--- src/rtl/hex_watch.sv ---
// hex_watch -- seven-segment display watcher.
//
// Classifies an observed active-low seven-segment pattern as BLANK, STEADY,
// BLINK or ERROR. It measures the period between blink edges (digit<->blank
// changes) and flags undecodable patterns with a sticky error bit.
//
// Parameters
//   WIDTH    width of the run-length counter and of the period output
//   TIMEOUT  unchanged cycles after which the display counts as settled
//
// Ports
//   clk         clock, rising edge
//   reset       synchronous, active-high reset
//   hex[6:0]    observed pattern, active-low segments, 7'b1111111 = blank
//   digit[1:0]  last decoded digit
//   state[1:0]  00 BLANK, 01 STEADY, 10 BLINK, 11 ERROR
//   period      cycles between the last two blink edges (saturating)
//   blink_edge  one-cycle pulse on each blink edge (edge is a reserved word)
//   err         sticky flag for any undecodable pattern, cleared by reset
//   jitter      one-cycle pulse on a blink-period mismatch
//
// Optional feature: define HEX_WATCH_PERIOD_CHECK_EN to compare consecutive
// blink periods within one BLINK episode. When it is undefined, jitter is
// constant 0 and the period-compare logic is not built.

module hex_watch #(
   parameter int              WIDTH   = 14,
   parameter logic [WIDTH-1:0] TIMEOUT = 14'd10000
) (
   input  logic             clk,
   input  logic             reset,
   input  logic [6:0]       hex,
   output logic [1:0]       digit,
   output logic [1:0]       state,
   output logic [WIDTH-1:0] period,
   output logic             blink_edge,
   output logic             err,
   output logic             jitter
);

   localparam logic [1:0] ST_BLANK  = 2'd0;
   localparam logic [1:0] ST_STEADY = 2'd1;
   localparam logic [1:0] ST_BLINK  = 2'd2;
   localparam logic [1:0] ST_ERROR  = 2'd3;

   localparam logic [1:0] CLS_DIGIT = 2'd0;
   localparam logic [1:0] CLS_BLANK = 2'd1;
   localparam logic [1:0] CLS_BAD   = 2'd2;

   localparam logic [6:0] PAT_ZERO  = 7'b1000000;

   localparam logic [WIDTH-1:0] RUN_MAX = {WIDTH{1'b1}};
   localparam logic [WIDTH-1:0] ONE     = {{(WIDTH-1){1'b0}}, 1'b1};

   // Pattern class: decodable digit, blank, or undecodable.
   function automatic logic [1:0] seg_class(input logic [6:0] p);
      case (p)
         7'b1000000, 7'b1111001, 7'b0100100, 7'b0110000: seg_class = CLS_DIGIT;
         7'b1111111:                                      seg_class = CLS_BLANK;
         default:                                         seg_class = CLS_BAD;
      endcase
   endfunction

   // Digit value of a decodable pattern; non-digits map to 0 and are never used.
   function automatic logic [1:0] seg_value(input logic [6:0] p);
      case (p)
         7'b1111001: seg_value = 2'd1;
         7'b0100100: seg_value = 2'd2;
         7'b0110000: seg_value = 2'd3;
         default:    seg_value = 2'd0;
      endcase
   endfunction

   logic [6:0]       hex_q_r;
   logic [WIDTH-1:0] run_r,    run_s;
   logic [1:0]       digit_r,  digit_s;
   logic [1:0]       state_r,  state_s;
   logic [WIDTH-1:0] period_r, period_s;
   logic             edge_r,   edge_s;
   logic             err_r,    err_s;

   logic             change_s;
   logic [1:0]       new_cls_s, old_cls_s;
   logic [WIDTH-1:0] run_inc_s;

   // Change detection, pattern classes and saturating run+1.
   always_comb begin
      change_s  = (hex != hex_q_r);
      new_cls_s = seg_class(hex);
      old_cls_s = seg_class(hex_q_r);
      if (run_r == RUN_MAX) begin
         run_inc_s = RUN_MAX;
      end else begin
         run_inc_s = run_r + ONE;
      end
   end

   // Next-state logic: a change always takes precedence over the settle timeout.
   always_comb begin
      run_s    = run_r;
      digit_s  = digit_r;
      state_s  = state_r;
      period_s = period_r;
      edge_s   = 1'b0;
      err_s    = err_r;
      if (change_s) begin
         run_s = '0;
         if (new_cls_s == CLS_BAD) begin
            state_s = ST_ERROR;
            err_s   = 1'b1;
         end else if (old_cls_s == CLS_BAD) begin
            // Recovering from an invalid pattern is not a blink edge.
            if (new_cls_s == CLS_DIGIT) begin
               state_s = ST_STEADY;
               digit_s = seg_value(hex);
            end else begin
               state_s = ST_BLANK;
            end
         end else if (old_cls_s != new_cls_s) begin
            // digit <-> blank: blink edge
            edge_s   = 1'b1;
            period_s = run_inc_s;
            state_s  = ST_BLINK;
            if (new_cls_s == CLS_DIGIT) begin
               digit_s = seg_value(hex);
            end else begin
               digit_s = digit_r;
            end
         end else begin
            // digit to a different digit
            state_s = ST_STEADY;
            digit_s = seg_value(hex);
         end
      end else begin
         run_s = run_inc_s;
         if (run_inc_s == TIMEOUT) begin
            case (old_cls_s)
               CLS_DIGIT: state_s = ST_STEADY;
               CLS_BLANK: state_s = ST_BLANK;
               default:   state_s = ST_ERROR;
            endcase
         end else begin
            state_s = state_r;
         end
      end
   end

   // State register; reset restores the power-on view of a displayed 0.
   always_ff @(posedge clk) begin
      if (reset) begin
         hex_q_r  <= PAT_ZERO;
         run_r    <= '0;
         digit_r  <= 2'd0;
         state_r  <= ST_STEADY;
         period_r <= '0;
         edge_r   <= 1'b0;
         err_r    <= 1'b0;
      end else begin
         hex_q_r  <= hex;
         run_r    <= run_s;
         digit_r  <= digit_s;
         state_r  <= state_s;
         period_r <= period_s;
         edge_r   <= edge_s;
         err_r    <= err_s;
      end
   end

`ifdef HEX_WATCH_PERIOD_CHECK_EN
   logic [WIDTH-1:0] prev_period_r, prev_period_s;
   logic             prev_valid_r,  prev_valid_s;
   logic             jitter_r,      jitter_s;
   logic [WIDTH-1:0] diff_s;

   // Period comparison: the edge that enters BLINK only arms the history; the
   // first in-episode period is stored, later ones are compared (tolerance 1).
   always_comb begin
      prev_period_s = prev_period_r;
      prev_valid_s  = prev_valid_r;
      jitter_s      = 1'b0;
      if (run_inc_s >= prev_period_r) begin
         diff_s = run_inc_s - prev_period_r;
      end else begin
         diff_s = prev_period_r - run_inc_s;
      end
      if (edge_s) begin
         if (state_r != ST_BLINK) begin
            prev_period_s = '0;
            prev_valid_s  = 1'b0;
         end else begin
            if (prev_valid_r && (diff_s > ONE)) begin
               jitter_s = 1'b1;
            end else begin
               jitter_s = 1'b0;
            end
            prev_period_s = run_inc_s;
            prev_valid_s  = 1'b1;
         end
      end else begin
         prev_valid_s = prev_valid_r;
      end
   end

   // Period-history register.
   always_ff @(posedge clk) begin
      if (reset) begin
         prev_period_r <= '0;
         prev_valid_r  <= 1'b0;
         jitter_r      <= 1'b0;
      end else begin
         prev_period_r <= prev_period_s;
         prev_valid_r  <= prev_valid_s;
         jitter_r      <= jitter_s;
      end
   end
`endif

   // Output drive straight from registers.
   always_comb begin
      digit      = digit_r;
      state      = state_r;
      period     = period_r;
      blink_edge = edge_r;
      err        = err_r;
`ifdef HEX_WATCH_PERIOD_CHECK_EN
      jitter     = jitter_r;
`else
      jitter     = 1'b0;
`endif
   end

endmodule

--- config.mk ---
export PLATFORM = sky130hd
export DESIGN_NAME = hex_watch
export DESIGN_NICKNAME = d
export VERILOG_FILES = /design/src/rtl/hex_watch.sv
export SDC_FILE = /design/constraint.sdc
export NUM_CORES = 1
export LEC_CHECK = 0
export CORE_MARGIN = 5
export CORE_UTILIZATION = 55
export DETAILED_ROUTE_END_ITERATION = 8
export PLACE_DENSITY = 0.92
export SKIP_CTS_REPAIR_TIMING = 1
export SYNTH_ARGS = -nofsm -noshare
export SYNTH_HDL_FRONTEND = slang
export SYNTH_SLANG_ARGS = --single-unit
--- constraint.sdc ---
create_clock -name clk -period 4.16 [get_ports clk]
set_input_delay 0.416 -clock clk [delete_from_list [all_inputs] [get_ports clk]]
set_output_delay 0.416 -clock clk [all_outputs]
set_load 0.1 [all_outputs]
==> results of run 1 <==
## logic make-up after synthesis
| kind of cell | Yosys count | share of synthesized area, % |
|---|---|---|
| XOR/XNOR | 10 | 4.159 |
| flip-flops | 41 | 38.98 |
| other | 1 | 0.1781 |
| buffers and inverters | 14 | 3.030 |
| adder cells (fa/ha/maj) | 2 | 1.188 |
| AND/OR/NAND/NOR | 115 | 30.72 |
| AO/OA/AOI/OAI | 48 | 15.15 |
| multiplexers | 13 | 6.595 |
## cell type report
type                       instances  area (µm²)  area share, %
clock inverter                     1       5.005         0.1991
inverter                           6       22.52         0.8960
tap                               48       60.06          2.389
timing repair buffer              29       287.8          11.45
multi-input combinational        189        1221          48.58
clock buffer                       7       96.34          3.833
sequential                        41       820.8          32.65
## stage by stage
| stage | area (µm²) | power (mW) | setup WS [ps] |
|---|---|---|---|
| floorplan | 2106 | 0.4518 | 1816 |
| global placement | 2412 | 0.4709 | 773.9 |
| detailed placement | 2412 | 0.4731 | 627.0 |
| CTS | 2514 | 0.7545 | 916.7 |
| global route | 2514 | 0.7761 | 717.8 |
| finish | 2514 | 0.7533 | 917.9 |
## layer usage
layer	vias to the layer above	share of wire, %	global-route usage (%)	wire length, µm
met5	-	0	0	0
met1	882	42	25.66	2110
met4	0	1.6	7.098	82
met3	11	7.0	3.647	352
met2	78	49	34.59	2454
li1	940	-	-	-
## worst max-delay path, stage by stage
cell and delay (ps):
clkdlybuf4s50_1 580, and3b_1 210, o211ai_1 210, o211a_1 210
and2_1 180, inv_1 60, ha_1 330, o311a_1 800
mux2_2 410, nor2_1 80
## registers in the layout, summed over array words and instances, names as in the netlist
name / count
hex_q_r: 7
state: 2
period: 14
run_r: 14
err: 1
digit: 2
blink_edge: 1
## Yosys cell counts (2+ instances only)
cell type	instances	share of area (%)
dfxtp_1	41	39
nor2_1	35	6.2
nand2_1	13	2.3
o21ai_0	12	2.9
and3_1	10	3.0
a21oi_1	9	2.1
mux2i_1	9	4.3
nor3_1	9	2.1
nor2b_1	7	2.1
and2_1	6	1.8
inv_1	6	1.1
a211oi_1	5	1.8
xnor2_1	5	2.1
xor2_1	5	2.1
nand2b_1	4	1.2
nand4_1	4	1.2
a31oi_1	3	0.89
and4_1	3	1.2
buf_2	3	0.71
clkbuf_1	3	0.53
mux2_2	3	1.6
nand3_1	3	0.71
nor4_1	3	0.89
or3_1	3	0.89
buf_4	2	0.71
ha_1	2	1.2
nand4_2	2	1.2
nor3b_1	2	0.71
o2111ai_1	2	0.83
o211a_1	2	0.95
o211ai_1	2	0.71
o22ai_1	2	0.59
## power breakdown
group / internal (mW) / leakage, nW / switching [mW] / total (mW)
registers: 0.397 / 0.333 / 0.00633 / 0.404
clock network: 0.150 / 0.0542 / 0.138 / 0.288
logic: 0.0229 / 0.551 / 0.0385 / 0.0614
## worst paths after layout
path / from / depth (start not counted) / slack [ps] / end
setup / recovery: hex[6] / 10 / 920 / period[7]$_SDFFE_PP0P_
hold / removal: digit[1]$_SDFFE_PP0P_ / 2 / 470 / digit[1]$_SDFFE_PP0P_
setup reg to reg: hex_q_r[4]$_SDFF_PP0_ / 7 / 1470 / period[7]$_SDFFE_PP0P_
hold reg to reg: digit[1]$_SDFFE_PP0P_ / 2 / 470 / digit[1]$_SDFFE_PP0P_
==> flow_summary_export.csv, run 1 <==
group,metric,value,unit
outcome,run_status,"completed",
drt,ant_nets,0,
floorplanning,coreArea,3689,µm²
global_route,grt_overflow,0,
floorplanning,rows,22,
clock_network,cts.htree.levels,2,
placement,gp_congestion,0.9295,
yosys,syn_avg_cell_area,8.630,µm²
final_layout,mostFrequentLayoutCells,"dfxtp_1, nor2_1, clkdlybuf4s50_1",
critical_path,end_kind,"register",
job,drv_cap,0,
global_route,grt_pass1_wl,8.445,mm
yosys,synth_fp_nets,255,
drt,avgRoutedWirePerCell,15.58,µm
placement,dp_cells,313,
critical_path,critPathLaunchType,"input pin",
drt,vias,1911,
critical_path,crit_required,4390,ps
drt,dr.pass1.iters,4,
pwr,ir_drop,0.0001997,V
hold_path,hold_path_class,"reg2reg",
yosys,seq_area_frac_synth,38.98,%
final_layout,nets,283,
clock_network,clkTransAtPathRegs,70,ps
timing,rsz0062_at_grt,"false",
floorplanning,die_w,71.88,µm
clock_network,cts_root_buffer,"clkbuf_8",
yosys,ys.flop_type,"dfxtp_1",
floorplanning,ios,30,
final_layout,n_antenna_cell,0,
timing,period_minus_slack,3242,ps
floorplanning,die_h,71.88,µm
yosys,synth_edf_count,0,
final_layout,utilization,68.15,%
drt,wirelength,5.000,mm
timing,setup_viol,0,
pwr,powerDensity,299.7,nW/µm²
timing,hold_slack,468.3,ps
global_route,track_usage,20.33,%
global_route,first_global_vias,1804,
global_route,antenna_found_initial,0,
pwr,leakagePower,0.9383,nW
placement,dp_hpwl,3.576,mm
final_layout,layout.cells.non_filler,321,
global_route,grt_max_degree,28,
yosys,ys_seq_elements,41,
floorplanning,start_util,57.09,%
timing,finalClockSkew,8.146,ps
clock_network,clk-insertion-delay-late,300,ps
final_layout,syn2layout_area_growth,19.37,%
final_layout,nFillCells,305,
clock_network,clockBufferDepth,2,
floorplanning,die-area,5166,µm²
yosys,synth_warnings,0,
yosys,synthArstFlopShare,0,%
timing,fmax,308.4,MHz
critical_path,cp.arrival,3480,ps
timing,final_hold_viol_count,0,
clock_network,cts_tree,"yes",
timing,slew_headroom,34.77,%
placement,port-buffer-count,28,
drt,drtIter0Drc,167,
clock_network,clkSinkCount,41,
yosys,yosysUniqueCellTypes,56,
final_layout,layout_commonest_cell,"dfxtp_1",
timing,tns,0,ps
clock_network,numCtsBuffers,5,
final_layout,drive_above_1_share,8.791,%
timing,post-route-period-util,77.94,%
critical_path,crit_type,"in2reg",
yosys,synthCells,244,
critical_path,critPathMaxFanout,21,
drt,vias_per_cell,5.953,
drt,drcViolationCount,0,
timing,worst_slew_pin_slew,975.5,ps
timing,drv_slew,0,
yosys,syn_area,2106,µm²
(Power assumes the default switching activity.)
==> run 2: changes to the inputs <==
--- a/config.mk
+++ b/config.mk
@@ -6,9 +6,9 @@
 export NUM_CORES = 1
 export LEC_CHECK = 0
 export CORE_MARGIN = 5
-export CORE_UTILIZATION = 55
+export CORE_UTILIZATION = 54
 export DETAILED_ROUTE_END_ITERATION = 8
-export PLACE_DENSITY = 0.92
+export PLACE_DENSITY = 0.91
 export SKIP_CTS_REPAIR_TIMING = 1
 export SYNTH_ARGS = -nofsm -noshare
 export SYNTH_HDL_FRONTEND = slang
==> constraint.sdc (replaced) <==
create_clock -name clk -period 3.3 [get_ports clk]
set_input_delay 0.33 -clock clk [delete_from_list [all_inputs] [get_ports clk]]
set_output_delay 0.33 -clock clk [all_outputs]
set_load 0.1 [all_outputs]
==> run 2 against run 1 <==
Critical path depth is 1 higher. Combinational power is 26% higher. Routed wire length is 2.8% lower. Via count is 1.2% lower. First-iteration DRC count is 42% lower. Utilization is 0.88 points lower. Sequential power is 26% higher. Largest cell class unchanged.
==> flow_summary_export.csv, run 2 (synthesized netlist as in run 1, its figures left out) <==
group,metric,value,unit
outcome,run_status,"completed",
timing,drv_slew,0,
final_layout,syn2layout_area_growth,18.72,%
placement,dp_hpwl,3.598,mm
final_layout,seq_area,820.8,µm²
critical_path,crit_type,"in2reg",
timing,rsz0062_at_grt,"false",
timing,fmax,337.7,MHz
timing,finalClockSkew,7.742,ps
critical_path,end_kind,"register",
final_layout,n_antenna_cell,0,
pwr,ir_drop,0.0002622,V
timing,tns,0,ps
final_layout,mostFrequentLayoutCells,"dfxtp_1, nor2_1, clkdlybuf4s50_1",
placement,port-buffer-count,28,
critical_path,rrSetupSlack,800,ps
drt,drtIter0Drc,97,
timing,period_minus_slack,2961,ps
global_route,grt_max_degree,28,
clock_network,clk-insertion-delay-late,290,ps
critical_path,crit_required,3470,ps
final_layout,layout_commonest_cell,"dfxtp_1",
floorplanning,die_h,72.45,µm
timing,slew_headroom,34.38,%
job,drv_cap,0,
global_route,antenna_found_initial,0,
final_layout,drive_above_1_share,8.029,%
timing,worst_slew_pin_slew,981.3,ps
global_route,grt_overflow,0,
clock_network,clkTransAtPathRegs,80,ps
final_layout,utilization,67.27,%
floorplanning,start_util,56.67,%
drt,vias_per_cell,5.866,
floorplanning,die-area,5248,µm²
global_route,grt_pass1_wl,8.321,mm
clock_network,cts_tree,"yes",
global_route,first_global_vias,1943,
hold_path,hold_path_class,"reg2reg",
clock_network,clkSinkCount,41,
floorplanning,coreArea,3716,µm²
timing,final_hold_viol_count,0,
placement,gp_congestion,0.9795,
drt,drcViolationCount,0,
pwr,leakagePower,0.9290,nW
drt,avgRoutedWirePerCell,15.09,µm
drt,ant_nets,0,
critical_path,critPathLaunchType,"input pin",
floorplanning,rows,22,
timing,hold_slack,461.1,ps
final_layout,multi_input_area,1221,µm²
final_layout,nFillCells,311,
pwr,powerDensity,357.6,nW/µm²
clock_network,numCtsBuffers,5,
floorplanning,ios,30,
clock_network,cts.htree.levels,2,
timing,post-route-period-util,89.73,%
critical_path,cp.arrival,3130,ps
final_layout,nets,284,
drt,wirelength,4.859,mm
drt,vias,1889,
clock_network,cts_root_buffer,"clkbuf_8",
critical_path,critPathMaxFanout,12,
global_route,track_usage,19.88,%
timing,setup_viol,0,
clock_network,clockBufferDepth,2,
floorplanning,die_w,72.45,µm
drt,dr.pass1.iters,4,
-- run 2: where the power goes --
part           total, mW  switching (mW)  internal (mW)
registers          0.508         0.00692          0.501
logic             0.0773          0.0485         0.0288
clock network      0.308           0.158          0.150
-- run 2: per-layer routing --
| metal | global-route usage (%) | routed length [µm] | vias up |
|---|---|---|---|
| met2 | 35.09 | 2434 | 54 |
| li1 | - | - | 939 |
| met4 | 8.402 | 66 | 0 |
| met1 | 22.94 | 2072 | 888 |
| met3 | 4.571 | 285 | 8 |
| met5 | 0 | 0 | - |
-- run 2: worst paths after layout --
check                                end  depth (start not counted)             startpoint
setup / recovery  period[8]$_SDFFE_PP0P_                         11                 hex[6]
hold reg to reg    digit[1]$_SDFFE_PP0P_                          2  digit[1]$_SDFFE_PP0P_
setup reg to reg  period[8]$_SDFFE_PP0P_                          8  hex_q_r[5]$_SDFF_PP0_
hold / removal     digit[1]$_SDFFE_PP0P_                          2  digit[1]$_SDFFE_PP0P_
-- run 2: through the flow --
step	instances	power [mW]	instance area, µm²	worst slack [ps]
after floorplan	244	0.5695	2106	1042
after global placement	314	0.5942	2420	187.6
after detailed placement	314	0.5968	2420	48.56
after CTS	322	0.9013	2500	347.3
after global routing	322	0.9340	2500	175.5
final	322	0.8939	2500	338.9
-- run 2: layout make-up --
cell class / instances / share of cell area (%)
Multi-Input combinational cell: 189 / 48.85
Sequential cell: 41 / 32.83
Timing Repair Buffer: 30 / 11.81
Clock buffer: 8 / 3.203
Tap cell: 48 / 2.402
Inverter: 6 / 0.9009
-- run 2: critical path: stages --
cell	delay, ps
clkdlybuf4s50_1	560
and3b_1	200
o211ai_1	220
o211a_1	210
and2_1	180
inv_1	60
ha_1	320
o311a_1	490
buf_4	290
mux2i_1	220
nor2_1	60
==> run 3: changes to the inputs <==
--- a/config.mk
+++ b/config.mk
@@ -6,9 +6,9 @@
 export NUM_CORES = 1
 export LEC_CHECK = 0
 export CORE_MARGIN = 5
-export CORE_UTILIZATION = 54
+export CORE_UTILIZATION = 30
 export DETAILED_ROUTE_END_ITERATION = 8
-export PLACE_DENSITY = 0.91
+export PLACE_DENSITY = 0.61
 export SKIP_CTS_REPAIR_TIMING = 1
 export SYNTH_ARGS = -nofsm -noshare
 export SYNTH_HDL_FRONTEND = slang
==> run 3 against run 2 <==
Utilization is 29 points lower. First-iteration DRC count up 110%. Non-clock buffer count unchanged. Critical path depth down 1. Die area up 68%. Setup slack improved by 240 ps. Design area up 3.3%. Largest power group unchanged. Combinational power decreased by 2%. Via count is 4.4% lower. Sequential cell count is the same.
==> flow_summary_export.csv, run 3 (synthesized netlist as in run 1, its figures left out) <==
group,metric,value,unit
final_layout,drive_above_1_share,9.124,%
timing,setup_viol,0,
timing,finalClockSkew,8.139,ps
drt,ant_nets,0,
timing,final_hold_viol_count,0,
critical_path,critPathMaxFanout,20,
floorplanning,ios,30,
global_route,track_usage,11.45,%
hold_path,hold_start,"digit[1]$_SDFFE_PP0P_",
clock_network,clkSinkCount,41,
timing,post-route-period-util,82.46,%
drt,drtIter0Drc,206,
outcome,run_status,"completed",
pwr,switching_share,24.60,%
global_route,grt_max_degree,28,
critical_path,worstReg2RegStart,"run_r[0]$_SDFF_PP0_",
floorplanning,coreArea,6832,µm²
final_layout,syn2layout_area_growth,22.58,%
clock_network,cts_root_buffer,"clkbuf_8",
critical_path,crit_slowest_cell,"clkdlybuf4s50_1",
critical_path,end_kind,"register",
final_layout,mostFrequentLayoutCells,"dfxtp_1, nor2_1, clkdlybuf4s50_1",
critical_path,crit_type,"in2reg",
job,drv_cap,0,
critical_path,crit_required,3510,ps
placement,gp_congestion,0.8860,
clock_network,clockBufferDepth,2,
critical_path,setup.worst_path.end,"period[0]$_SDFFE_PP0P_",
timing,period_minus_slack,2721,ps
global_route,grt_pass1_wl,8.066,mm
pwr,leakagePower,0.9438,nW
drt,vias_per_cell,4.878,
pwr,ir_drop,0.0001122,V
floorplanning,die_w,93.78,µm
floorplanning,die-area,8795,µm²
clock_network,cts_tree,"yes",
drt,wirelength,4.810,mm
critical_path,rrSetupSlack,930,ps
timing,drv_slew,0,
drt,dr.pass1.iters,5,
drt,vias,1805,
critical_path,cp.depth,10,
timing,worst_slew_pin_slew,980.7,ps
final_layout,nets,284,
floorplanning,die_h,93.78,µm
timing,fmax,367.5,MHz
pwr,p_total,0.9533,mW
critical_path,cp-startpoint,"hex[6]",
clock_network,cts.htree.levels,2,
critical_path,critPathLaunchType,"input pin",
pwr,powerDensity,369.3,nW/µm²
pwr,internal-power,0.7188,mW
drt,avgRoutedWirePerCell,13.00,µm
clock_network,numCtsBuffers,5,
critical_path,r2r_end,"state[1]$_SDFFE_PP0P_",
placement,port-buffer-count,28,
global_route,first_global_vias,1713,
critical_path,worst_path_dominant_cell_family,"compound AO/OA/AOI/OAI gates",
pwr,seqPwrFrac,53.2,%
global_route,antenna_found_initial,0,
placement,dp_hpwl,3.484,mm
final_layout,layout_commonest_cell,"dfxtp_1",
timing,slew_headroom,34.41,%
critical_path,crit_buf_inv,3,
critical_path,r2r_cells,7,
timing,tns,0,ps
clock_network,clkTransAtPathRegs,80,ps
timing,rsz0062_at_grt,"false",
critical_path,cp.arrival,2930,ps
drt,drcViolationCount,0,
final_layout,n_antenna_cell,0,
pwr,p_clk_share,38.8,%
global_route,grt_overflow,0,
hold_path,hold_path_class,"reg2reg",
pwr,pwr-share-comb,8.0,%
pwr,net-switching-power,0.2345,mW
critical_path,crit_chain,"clkdlybuf4s50_1, and3b_1, o211ai_1, o211a_1, and2_1, inv_1, ha_1, o311a_1, buf_4, a311oi_1",
floorplanning,start_util,30.82,%
floorplanning,rows,30,
critical_path,cpPeakStageDelay,560,ps
clock_network,clk-insertion-delay-late,300,ps
-- run 3: final cells by class --
type,instances,area [µm²]
clock buffers,7,96.34
clock inverters,1,5.005
fillers,720,4250
inverters,6,22.52
multi-input cells,189,1221
flip-flops and latches,41,820.8
well taps,96,120.1
repair buffers,30,295.3
-- run 3: metal layers --
metal  track usage (%)  vias up  wire, µm
met3             2.804        9       285
met2             17.09       48      2050
met4             5.415        0        86
li1                  -      937         -
met5                 0        -         0
met1             15.40      811      2387
-- run 3: worst min-delay path by stage --
| stage | end | cells past startpoint |
|---|---|---|
| after floorplan | hex_q_r[6]$_SDFF_PP1_ | 1 |
| after detailed placement | digit[1]$_SDFFE_PP0P_ | 2 |
| final | digit[1]$_SDFFE_PP0P_ | 2 |
| after global placement | digit[1]$_SDFFE_PP0P_ | 2 |
| after CTS | digit[1]$_SDFFE_PP0P_ | 2 |
| after global routing | digit[1]$_SDFFE_PP0P_ | 2 |
-- run 3: power groups by stage --
stage / clock network (mW) / logic [mW] / registers [mW]
global placement: 0 / 0.0763 / 0.519
floorplan: 0 / 0.0379 / 0.532
detailed placement: 0 / 0.0766 / 0.519
global route: 0.393 / 0.0826 / 0.509
finish: 0.370 / 0.0761 / 0.508
CTS: 0.377 / 0.0768 / 0.508
-- run 3: through the flow --
stage,worst slack [ps],cells,hold WS [ps],area [µm²],util (%)
2_1_floorplan,1042,244,436.6,2106,-
3_3_place_gp,335.0,362,445.2,2480,36.30
3_5_place_dp,281.3,362,456.4,2480,36.30
4_1_cts,575.5,370,465.8,2581,37.78
5_1_grt,339.7,370,479.2,2581,37.78
6_report,578.7,370,459.4,2581,37.78
-- run 3: worst register-to-register path, cell delays in order, from the launching register on --
cell,delay [ps]
dfxtp_1,430
ha_1,300
and4_4,300
a21boi_0,110
nor4_1,430
nand4_2,200
or3_1,370
a31oi_1,150
